`config.mk`:
```
export PLATFORM = sky130hd
export DESIGN_NAME = load_data_formatter_flat
export DESIGN_NICKNAME = d
export VERILOG_FILES = /design/src/rtl/load_data_formatter_if.sv /design/src/rtl/load_data_formatter.sv /design/src/flat_wrapper.sv
export SDC_FILE = /design/constraint.sdc
export NUM_CORES = 1
export LEC_CHECK = 0
export ABC_CLOCK_PERIOD_IN_PS = 1800
export CORE_ASPECT_RATIO = 0.9
export CORE_MARGIN = 2
export CORE_UTILIZATION = 49
export CTS_CLUSTER_SIZE = 14
export DETAILED_ROUTE_END_ITERATION = 16
export GPL_TIMING_DRIVEN = 0
export PLACE_DENSITY = 0.79
export RECOVER_POWER = 25
export SYNTH_ARGS = -nofsm -noshare
export SYNTH_HDL_FRONTEND = slang
export SYNTH_SLANG_ARGS = --single-unit
```
`constraint.sdc`:
```
create_clock -name clk -period 1.8 [get_ports clk]
set_clock_uncertainty 0.05 [all_clocks]
set_input_delay 0.18 -clock clk [delete_from_list [all_inputs] [get_ports clk]]
set_output_delay 0.18 -clock clk [all_outputs]
set_load 0.05 [all_outputs]
```
`src/rtl/load_data_formatter_if.sv`:
```
// Load-data formatter bus: memory-beat input side and extended-result output side.
interface load_data_formatter_if #(
   parameter int DATA_W = 32
);
   localparam int OFF_W = $clog2(DATA_W / 8);

   logic                  in_valid;
   logic                  in_ready;
   logic [DATA_W-1:0]     in_data;
   logic [OFF_W-1:0]      in_offset;
   logic [1:0]            in_size;
   logic                  in_signed;
   logic                  out_valid;
   logic                  out_ready;
   logic [2*DATA_W-1:0]   out_data;
   logic                  out_err;

   modport master (
      output in_valid, in_data, in_offset, in_size, in_signed, out_ready,
      input  in_ready, out_valid, out_data, out_err
   );

   modport slave (
      input  in_valid, in_data, in_offset, in_size, in_signed, out_ready,
      output in_ready, out_valid, out_data, out_err
   );
endinterface

```
`src/rtl/load_data_formatter.sv`:
```
// Load-data alignment and extension unit for the writeback path.
// Selects byte/half/word from one memory beat, or joins two beats into a
// doubleword, then zero- or sign-extends to 2*DATA_W behind a registered
// valid/ready output. Misaligned accesses complete at once with out_err=1.
//
// state  | meaning
// -------+-------------------------------------------------------------
// S_IDLE | no partial access; next accepted beat starts a new request
// S_HI   | low half of a doubleword held in lo_q; next beat is the high half
module load_data_formatter #(
   parameter int DATA_W = 32
) (
   input  logic                  clk,
   input  logic                  reset,
   input  logic                  sext_en,
   load_data_formatter_if.slave  bus
);

   localparam int OFF_W = $clog2(DATA_W / 8);

   localparam logic [1:0] SZ_BYTE = 2'b00;
   localparam logic [1:0] SZ_HALF = 2'b01;
   localparam logic [1:0] SZ_WORD = 2'b10;
   localparam logic [1:0] SZ_DBL  = 2'b11;

   typedef enum logic {
      S_IDLE = 1'b0,
      S_HI   = 1'b1
   } state_t;

   state_t                state_q;
   logic [DATA_W-1:0]     lo_q;
   logic                  out_valid_q;
   logic [2*DATA_W-1:0]   out_data_q;
   logic                  out_err_q;

   logic                  in_ready;
   logic                  accept;
   logic                  sext;
   logic [DATA_W-1:0]     shifted;
   logic [7:0]            byte_f;
   logic [15:0]           half_f;
   logic                  dbl_start;
   logic [2*DATA_W-1:0]   fmt_data;
   logic                  fmt_err;

   // Ready depends only on the output register, never on in_valid.
   assign in_ready = !out_valid_q || bus.out_ready;
   assign accept   = bus.in_valid && in_ready;
   assign sext     = sext_en && bus.in_signed;

   // Bring the addressed byte lane down to bit 0.
   assign shifted  = bus.in_data >> {bus.in_offset, 3'b000};
   assign byte_f   = shifted[7:0];
   assign half_f   = shifted[15:0];

   // Only an aligned doubleword seen in IDLE parks its low beat.
   assign dbl_start = (state_q == S_IDLE) && (bus.in_size == SZ_DBL) &&
                      (bus.in_offset == '0);

   // Single-beat field selection, extension and alignment check.
   always_comb begin
      fmt_data = '0;
      fmt_err  = 1'b0;
      case (bus.in_size)
         SZ_BYTE: begin
            fmt_data = {{(2*DATA_W-8){sext & byte_f[7]}}, byte_f};
         end
         SZ_HALF: begin
            if (bus.in_offset[0]) begin
               fmt_err = 1'b1;
            end else begin
               fmt_data = {{(2*DATA_W-16){sext & half_f[15]}}, half_f};
            end
         end
         SZ_WORD: begin
            if (bus.in_offset != '0) begin
               fmt_err = 1'b1;
            end else begin
               fmt_data = {{DATA_W{sext & bus.in_data[DATA_W-1]}}, bus.in_data};
            end
         end
         default: begin
            // Doubleword reaching here is a misaligned first beat; an aligned
            // one is captured into lo_q instead of completing.
            fmt_err = (bus.in_offset != '0);
         end
      endcase
   end

   // Sequencing FSM with the registered result and the parked low beat.
   always_ff @(posedge clk) begin
      if (reset) begin
         state_q     <= S_IDLE;
         lo_q        <= '0;
         out_valid_q <= 1'b0;
         out_data_q  <= '0;
         out_err_q   <= 1'b0;
      end else begin
         if (out_valid_q && bus.out_ready) begin
            out_valid_q <= 1'b0;
         end
         if (accept) begin
            if (state_q == S_HI) begin
               out_data_q  <= {bus.in_data, lo_q};
               out_err_q   <= 1'b0;
               out_valid_q <= 1'b1;
               state_q     <= S_IDLE;
            end else if (dbl_start) begin
               // Held output is untouched while the low beat is parked.
               lo_q    <= bus.in_data;
               state_q <= S_HI;
            end else begin
               out_data_q  <= fmt_data;
               out_err_q   <= fmt_err;
               out_valid_q <= 1'b1;
            end
         end
      end
   end

   assign bus.in_ready  = in_ready;
   assign bus.out_valid = out_valid_q;
   assign bus.out_data  = out_data_q;
   assign bus.out_err   = out_err_q;

endmodule
```
`src/flat_wrapper.sv`:
```
// flat-port wrapper written by rule: the top's interface ports become plain ports
module load_data_formatter_flat 
#(
   parameter int DATA_W = 32
)
  (clk, reset, sext_en, bus_in_valid, bus_in_data, bus_in_offset, bus_in_size, bus_in_signed, bus_out_ready, bus_in_ready, bus_out_valid, bus_out_data, bus_out_err);
  load_data_formatter_if #(.DATA_W(DATA_W)) bus_i ();
  input  logic clk;
  input  logic reset;
  input  logic sext_en;
  input wire logic [$bits(bus_i.in_valid)-1:0] bus_in_valid;
  input wire logic [$bits(bus_i.in_data)-1:0] bus_in_data;
  input wire logic [$bits(bus_i.in_offset)-1:0] bus_in_offset;
  input wire logic [$bits(bus_i.in_size)-1:0] bus_in_size;
  input wire logic [$bits(bus_i.in_signed)-1:0] bus_in_signed;
  input wire logic [$bits(bus_i.out_ready)-1:0] bus_out_ready;
  output wire logic [$bits(bus_i.in_ready)-1:0] bus_in_ready;
  output wire logic [$bits(bus_i.out_valid)-1:0] bus_out_valid;
  output wire logic [$bits(bus_i.out_data)-1:0] bus_out_data;
  output wire logic [$bits(bus_i.out_err)-1:0] bus_out_err;
  assign bus_i.in_valid = bus_in_valid;
  assign bus_i.in_data = bus_in_data;
  assign bus_i.in_offset = bus_in_offset;
  assign bus_i.in_size = bus_in_size;
  assign bus_i.in_signed = bus_in_signed;
  assign bus_i.out_ready = bus_out_ready;
  assign bus_in_ready = bus_i.in_ready;
  assign bus_out_valid = bus_i.out_valid;
  assign bus_out_data = bus_i.out_data;
  assign bus_out_err = bus_i.out_err;
  load_data_formatter #(.DATA_W(DATA_W)) u_core (.clk(clk), .reset(reset), .sext_en(sext_en), .bus(bus_i));
endmodule
```
# Word level (Yosys, flattened, before mapping)
# Cells that the tools add are included.
# classes
n_eq_ne	4
shift	1
muxes	16
bitwise_logic	4
n_reduce_logical	12
# ops
cell	count
$mux 64	4
$pmux 64 s3	1
$shr 32x5->16	1
$mux 1	10
$logic_and 1x1->1	5
$eq 2x2->1 const B	2
$logic_not 2->1	2
$and 1x1->1	3
$pmux 1 s3	1
$reduce_and 3->1	1
$eq 2x1->1 const B	1
$ne 2x1->1 const B	1
$reduce_and 2->1	1
$reduce_bool 2->1	1
$logic_not 1->1	1
$logic_or 1x1->1	1
$not 1->1	1
# totals
regBits	99
inputBits	42
output_inout_bits	67
elab_cells	42

# Longest topological paths before layout
# depth
depth_word	6
mapped_depth	7
ltp_nobuf	5

# Least setup slack after synthesis
# OpenSTA, ideal clock, no wires.
# synth_path
path_type	register to register
start	register u_core.out_valid_q, in the netlist u_core.bus.out_valid
end	register u_core.lo_q[10]
setup_ns	0.070
arrival_ns	1.963
t_required_ns	1.680
path_slack_ns	-0.283
stages_incl_launch_ff	7
n_path_buf	1
synth_period_minus_slack_ns	2.083
cell_sequence	dfxtp_1 and2b_1 inv_1 nand4_1 clkbuf_1 nand2_1 a21oi_1
# synth_via
elab_chain_cells	4
# synth_rtl
element	line	source
start, declared	load_data_formatter.sv:33	logic out_valid_q;
start signal, assigned	load_data_formatter.sv:96	out_valid_q <= 1'b0;
start signal, assigned	load_data_formatter.sv:101	out_valid_q <= 1'b0;
start signal, assigned	load_data_formatter.sv:107	out_valid_q <= 1'b1;
$logic_not 1->1	load_data_formatter.sv:48	assign in_ready = !out_valid_q || bus.out_ready;
$logic_or 1x1->1	load_data_formatter.sv:48	
named net bus_in_ready	flat_wrapper.sv:17	output wire logic [$bits(bus_i.in_ready)-1:0] bus_in_ready;
$logic_and 1x1->1	load_data_formatter.sv:49	assign accept = bus.in_valid && in_ready;
$reduce_and 3->1 (no source line)	-	
end signal, assigned	load_data_formatter.sv:111	lo_q <= bus.in_data;
end, declared	load_data_formatter.sv:32	logic [DATA_W-1:0] lo_q;
# The timed path passes the listed nets, and every way through them passes these cells.
# A chain may end at the register's enable or synchronous reset.

# Final worst setup path
# layout_path
start	input port bus_in_offset[0]
end	register u_core.out_data_q[1], in the netlist u_core.bus.out_data[1]
# layout_via
elab_chain_cells	5
word_cells_on_any_way	11
cone_classes	eq/ne (1); shift (1); mux (5); reduce/logical (4)
# layout_rtl
element	line	source
start, declared	flat_wrapper.sv:13	input wire logic [$bits(bus_i.in_offset)-1:0] bus_in_offset;
$shr 32x5->16 or $reduce_bool 2->1 (tied branches)	load_data_formatter.sv:53, load_data_formatter.sv:77	
$mux 64 (on tied branches)	load_data_formatter.sv:70, load_data_formatter.sv:77	
$pmux 64 s3	load_data_formatter.sv:65	case (bus.in_size)
$mux 64	load_data_formatter.sv:109	end else if (dbl_start) begin
$mux 64	load_data_formatter.sv:104	if (state_q == S_HI) begin
end signal, assigned	load_data_formatter.sv:105	out_data_q <= {bus.in_data, lo_q};
end signal, assigned	load_data_formatter.sv:114	out_data_q <= fmt_data;
end, declared	load_data_formatter.sv:34	logic [2*DATA_W-1:0] out_data_q;
# Parallel ways exist; a longest one is shown, timed or not. The select of a mux whose other input is x is not followed.

==> metrics.md <==
| Metric | Value |
|---|---|
| Tightest Hold Check Type | input port to flop |
| Sw Pwr | 1.46 mW |
| Mapped Area | 0.00441 mm² |
| Final slew viol count | 0 |
| Leakage | 2.08 nW |
| Pwr per Cell Area | 817 mW/mm² |
| Most common library cell in the layout ignoring fill and taps | dfxtp_1 |
| CTS Hold Buffers Added | 0 |
| Outcome | finished with violations |
| Syn Area/Cell | 9.03 µm² |
| # port buffers | 106 |
| RSZ-0062 raised after global routing | true |
| Initial antenna violation count | 0 |
| Setup crit start | bus_in_offset[0] |
| Global-route wire length before repair | 23700 µm |
| Critical R2R Launch | u_core.state_q |
| Max-slew headroom | 49.8% |
| Ys async rst share | 0% |
| WS Path Type | input port to flop |
| Pre-CTS WS | -0.725 ns |
| Number of distinct library cells after synthesis | 45 |
| Worst Tran Pin Value | 0.753 ns |
| Mapped Cells | 489 |
| Fin. Hold Viols | 0 |
| Synth Flop Type | dfxtp_1 |
| CTS tree | built |
| Share of cells above drive strength 1 | 16.7% |
| GRT Util Overall | 31.3% |
| Post-synthesis sequential area ratio | 44.9% |
| Die Ht | 94.0 µm |
| CTS buffer count | 9 |
| Peak Freq | 0.536 GHz |
| Clock-pin slew on the worst setup and hold paths | 0.08 ns |
| Non-filler cells, final | 742 |
| Root Buffer | clkbuf_8 |
| Vias | 4731 |
| Critical path's slowest cell | clkdlybuf4s50_1 |
| Die width | 104 µm |
| Element type at the critical path end | flop |
| Setup violators final | 34 |
| DP HPWL | 10700 µm |
| First-pass detailed-route iteration total | 6 |
| Crit share post-route | 104% |
| Final nets | 661 |
| Syn nets | 531 |
| Num ports | 109 |
| Logic pwr share | 21.4% |
| Critical Path Max Stage Delay | 0.49 ns |
| CP arrival | 2.10 ns |
| Area contributors post-synth | dfxtp_1, a21oi_1, a22oi_1 |
| CP Buf/Inv Count | 3 |
| PnR worst setup slack | -0.0645 ns |
| Synth warnings | 0 |
| H-tree depth | 3 |
| Layout area overhead | 36.6% |
| Cell family with most CP delay | buffers and inverters |
| Post-synth EDFFs | 0 |
| Starting Density | 51.0% |
| Largest net degree at the start of global routing | 15 |
| DR vias/cell | 6.38 |
| Worst path cell trace | clkdlybuf4s50_1 -> or3_4 -> o211ai_4 -> buf_6 -> clkbuf_16 -> a21oi_1 -> a211oi_2 |
| Most frequent cells in the layout | dfxtp_1, clkdlybuf4s50_1, nand2_1 |
| # diodes | 0 |
| CP max FO | 6 |
| Sequential share of power | 46.9% |
| Routed Antenna Nets | 0 |
| Rows | 32 |
| Max VDD drop | 0.454 mV |
| Hold Path Origin | bus_in_data[2] |
| Clock Tree Buf Depth | 2 |
| Die area | 0.00978 mm² |
| WP data required | 2.04 ns |
| Placer Congestion | 0.961 |
| Sw Ratio | 29.7% |
| Drt drc | 0 |
| Vias in the first global route | 4375 |
| Placed Instances | 714 |
| Power share of the clock group | 31.7% |
| GRT overflow | 0 |
| P_int | 3.46 mW |
| # Max-Cap Violations | 0 |
| Routed WL | 15800 µm |
| Failing checks | setup timing |
| Hold WS | 0.379 ns |
| Core area | 0.00865 mm² |
| Num Clock Sinks | 99 |
| Skew-Pair Late Insertion Delay | 0.37 ns |
| Crit start category | input port |
| Post-synth top area share | 44.9% |
| Yosys top cell by area | dfxtp_1 |
| DR iter-0 viols | 473 |
| Avg WL per Cell | 21.3 µm |
| Crit path time final | 1.86 ns |
| Flops & latches, synth | 99 |
| Fill cells | 721 |
[power by group through the flow]
stage	combinational, mW	clock, mW	sequential, mW
after CTS	1.01	1.55	2.31
final	1.05	1.56	2.31
after global routing	1.10	1.67	2.32
after global placement	0.972	0	2.36
after floorplan	0.356	0	2.60
after detailed placement	0.981	0	2.36
[metal layers]
metal | wire (µm) | vias to the layer above | global-route usage, %
met5 | 0 | - | 0
met4 | 589 | 0 | 10.8
met3 | 1830 | 56 | 8.04
met2 | 7180 | 332 | 49.4
met1 | 6230 | 2256 | 41.9
li1 | - | 2087 | -
[sequential cells by signal, indices dropped and copies added, names as in the netlist]
register	count
u_core.bus.out_err	1
u_core.bus.out_data	64
u_core.lo_q	32
u_core.state_q	1
u_core.bus.out_valid	1
[synth_stat cells (2+ instances only)]
library cell  number
a311oi_1           6
buf_6              2
a221oi_1          15
inv_1              2
a222oi_1           2
a21oi_1           60
o21ai_0           27
mux2i_1            2
o211ai_1           8
o21bai_1          16
nor4_1             3
nor3_1             5
buf_2             18
buf_4              5
a211oi_2           7
nor4_2             2
xnor2_1            2
clkbuf_1          22
mux4_2             7
a22oi_1           38
o21ai_1            8
nand2_1           76
nor2_1            17
dfxtp_1           99
a211oi_1          20
[path summary, 6_finish.rpt]
path	to	slack [ns]	depth (start not counted)
worst max-delay path	u_core.bus.out_data[1]	-0.06	7
worst min-delay path	u_core.lo_q[2]	0.38	3
worst max register to register	u_core.bus.out_data[1]	-0.06	6
worst min register to register	u_core.lo_q[11]	0.41	2
[cell families (layout without fill, tap and decap cells)]
kind of cell | after synthesis | in the layout | synth area share [%]
AO/OA/AOI/OAI | 215 | 215 | 33.4
XOR/XNOR | 2 | 2 | 0.397
buffers and inverters | 50 | 184 | 5.53
flip-flops | 99 | 99 | 44.9
multiplexers | 9 | 9 | 4.02
AND/OR/NAND/NOR | 114 | 114 | 11.8
[cell type report]
cell class | count | area (µm²) | share of cell area (%)
plain buffers | 47 | 288 | 4.77
clock buffers | 13 | 149 | 2.47
clock inverters | 2 | 60.1 | 0.996
inverters | 3 | 18.8 | 0.311
multi-input cells | 340 | 2310 | 38.3
flip-flops and latches | 99 | 1990 | 33.0
well taps | 119 | 149 | 2.47
repair buffers | 119 | 1070 | 17.7
[metrics by stage]
stage	instance area (µm²)	TNS [ns]	power, mW	utilization [%]
after global routing	6030	-3.02	5.08	69.7
final	6030	-0.506	4.92	69.7
after CTS	5950	-2.69	4.87	68.8
after global placement	5640	-49.44	3.33	65.2
after detailed placement	5640	-51.00	3.34	65.2
after floorplan	4430	-0.0360	2.95	-
[timing repair]
| item | CTS | global route |
|---|---|---|
| buffers inserted | 5 | 6 |
| gates cloned | 1 | 1 |
| resized for setup | 17 | 60 |
| setup endpoints to repair | 97 | 113 |
| pin swaps | 4 | 9 |
[worst register-to-register path: cells and delay by family, from the launching register on]
kind	cells	cell delay [ns]
buffers and inverters	2	0.37
AOI/OAI and AO/OA	3	0.62
and+or+nand+nor	1	0.38
DFF	1	0.37
Power figures use the tool's default switching activity.
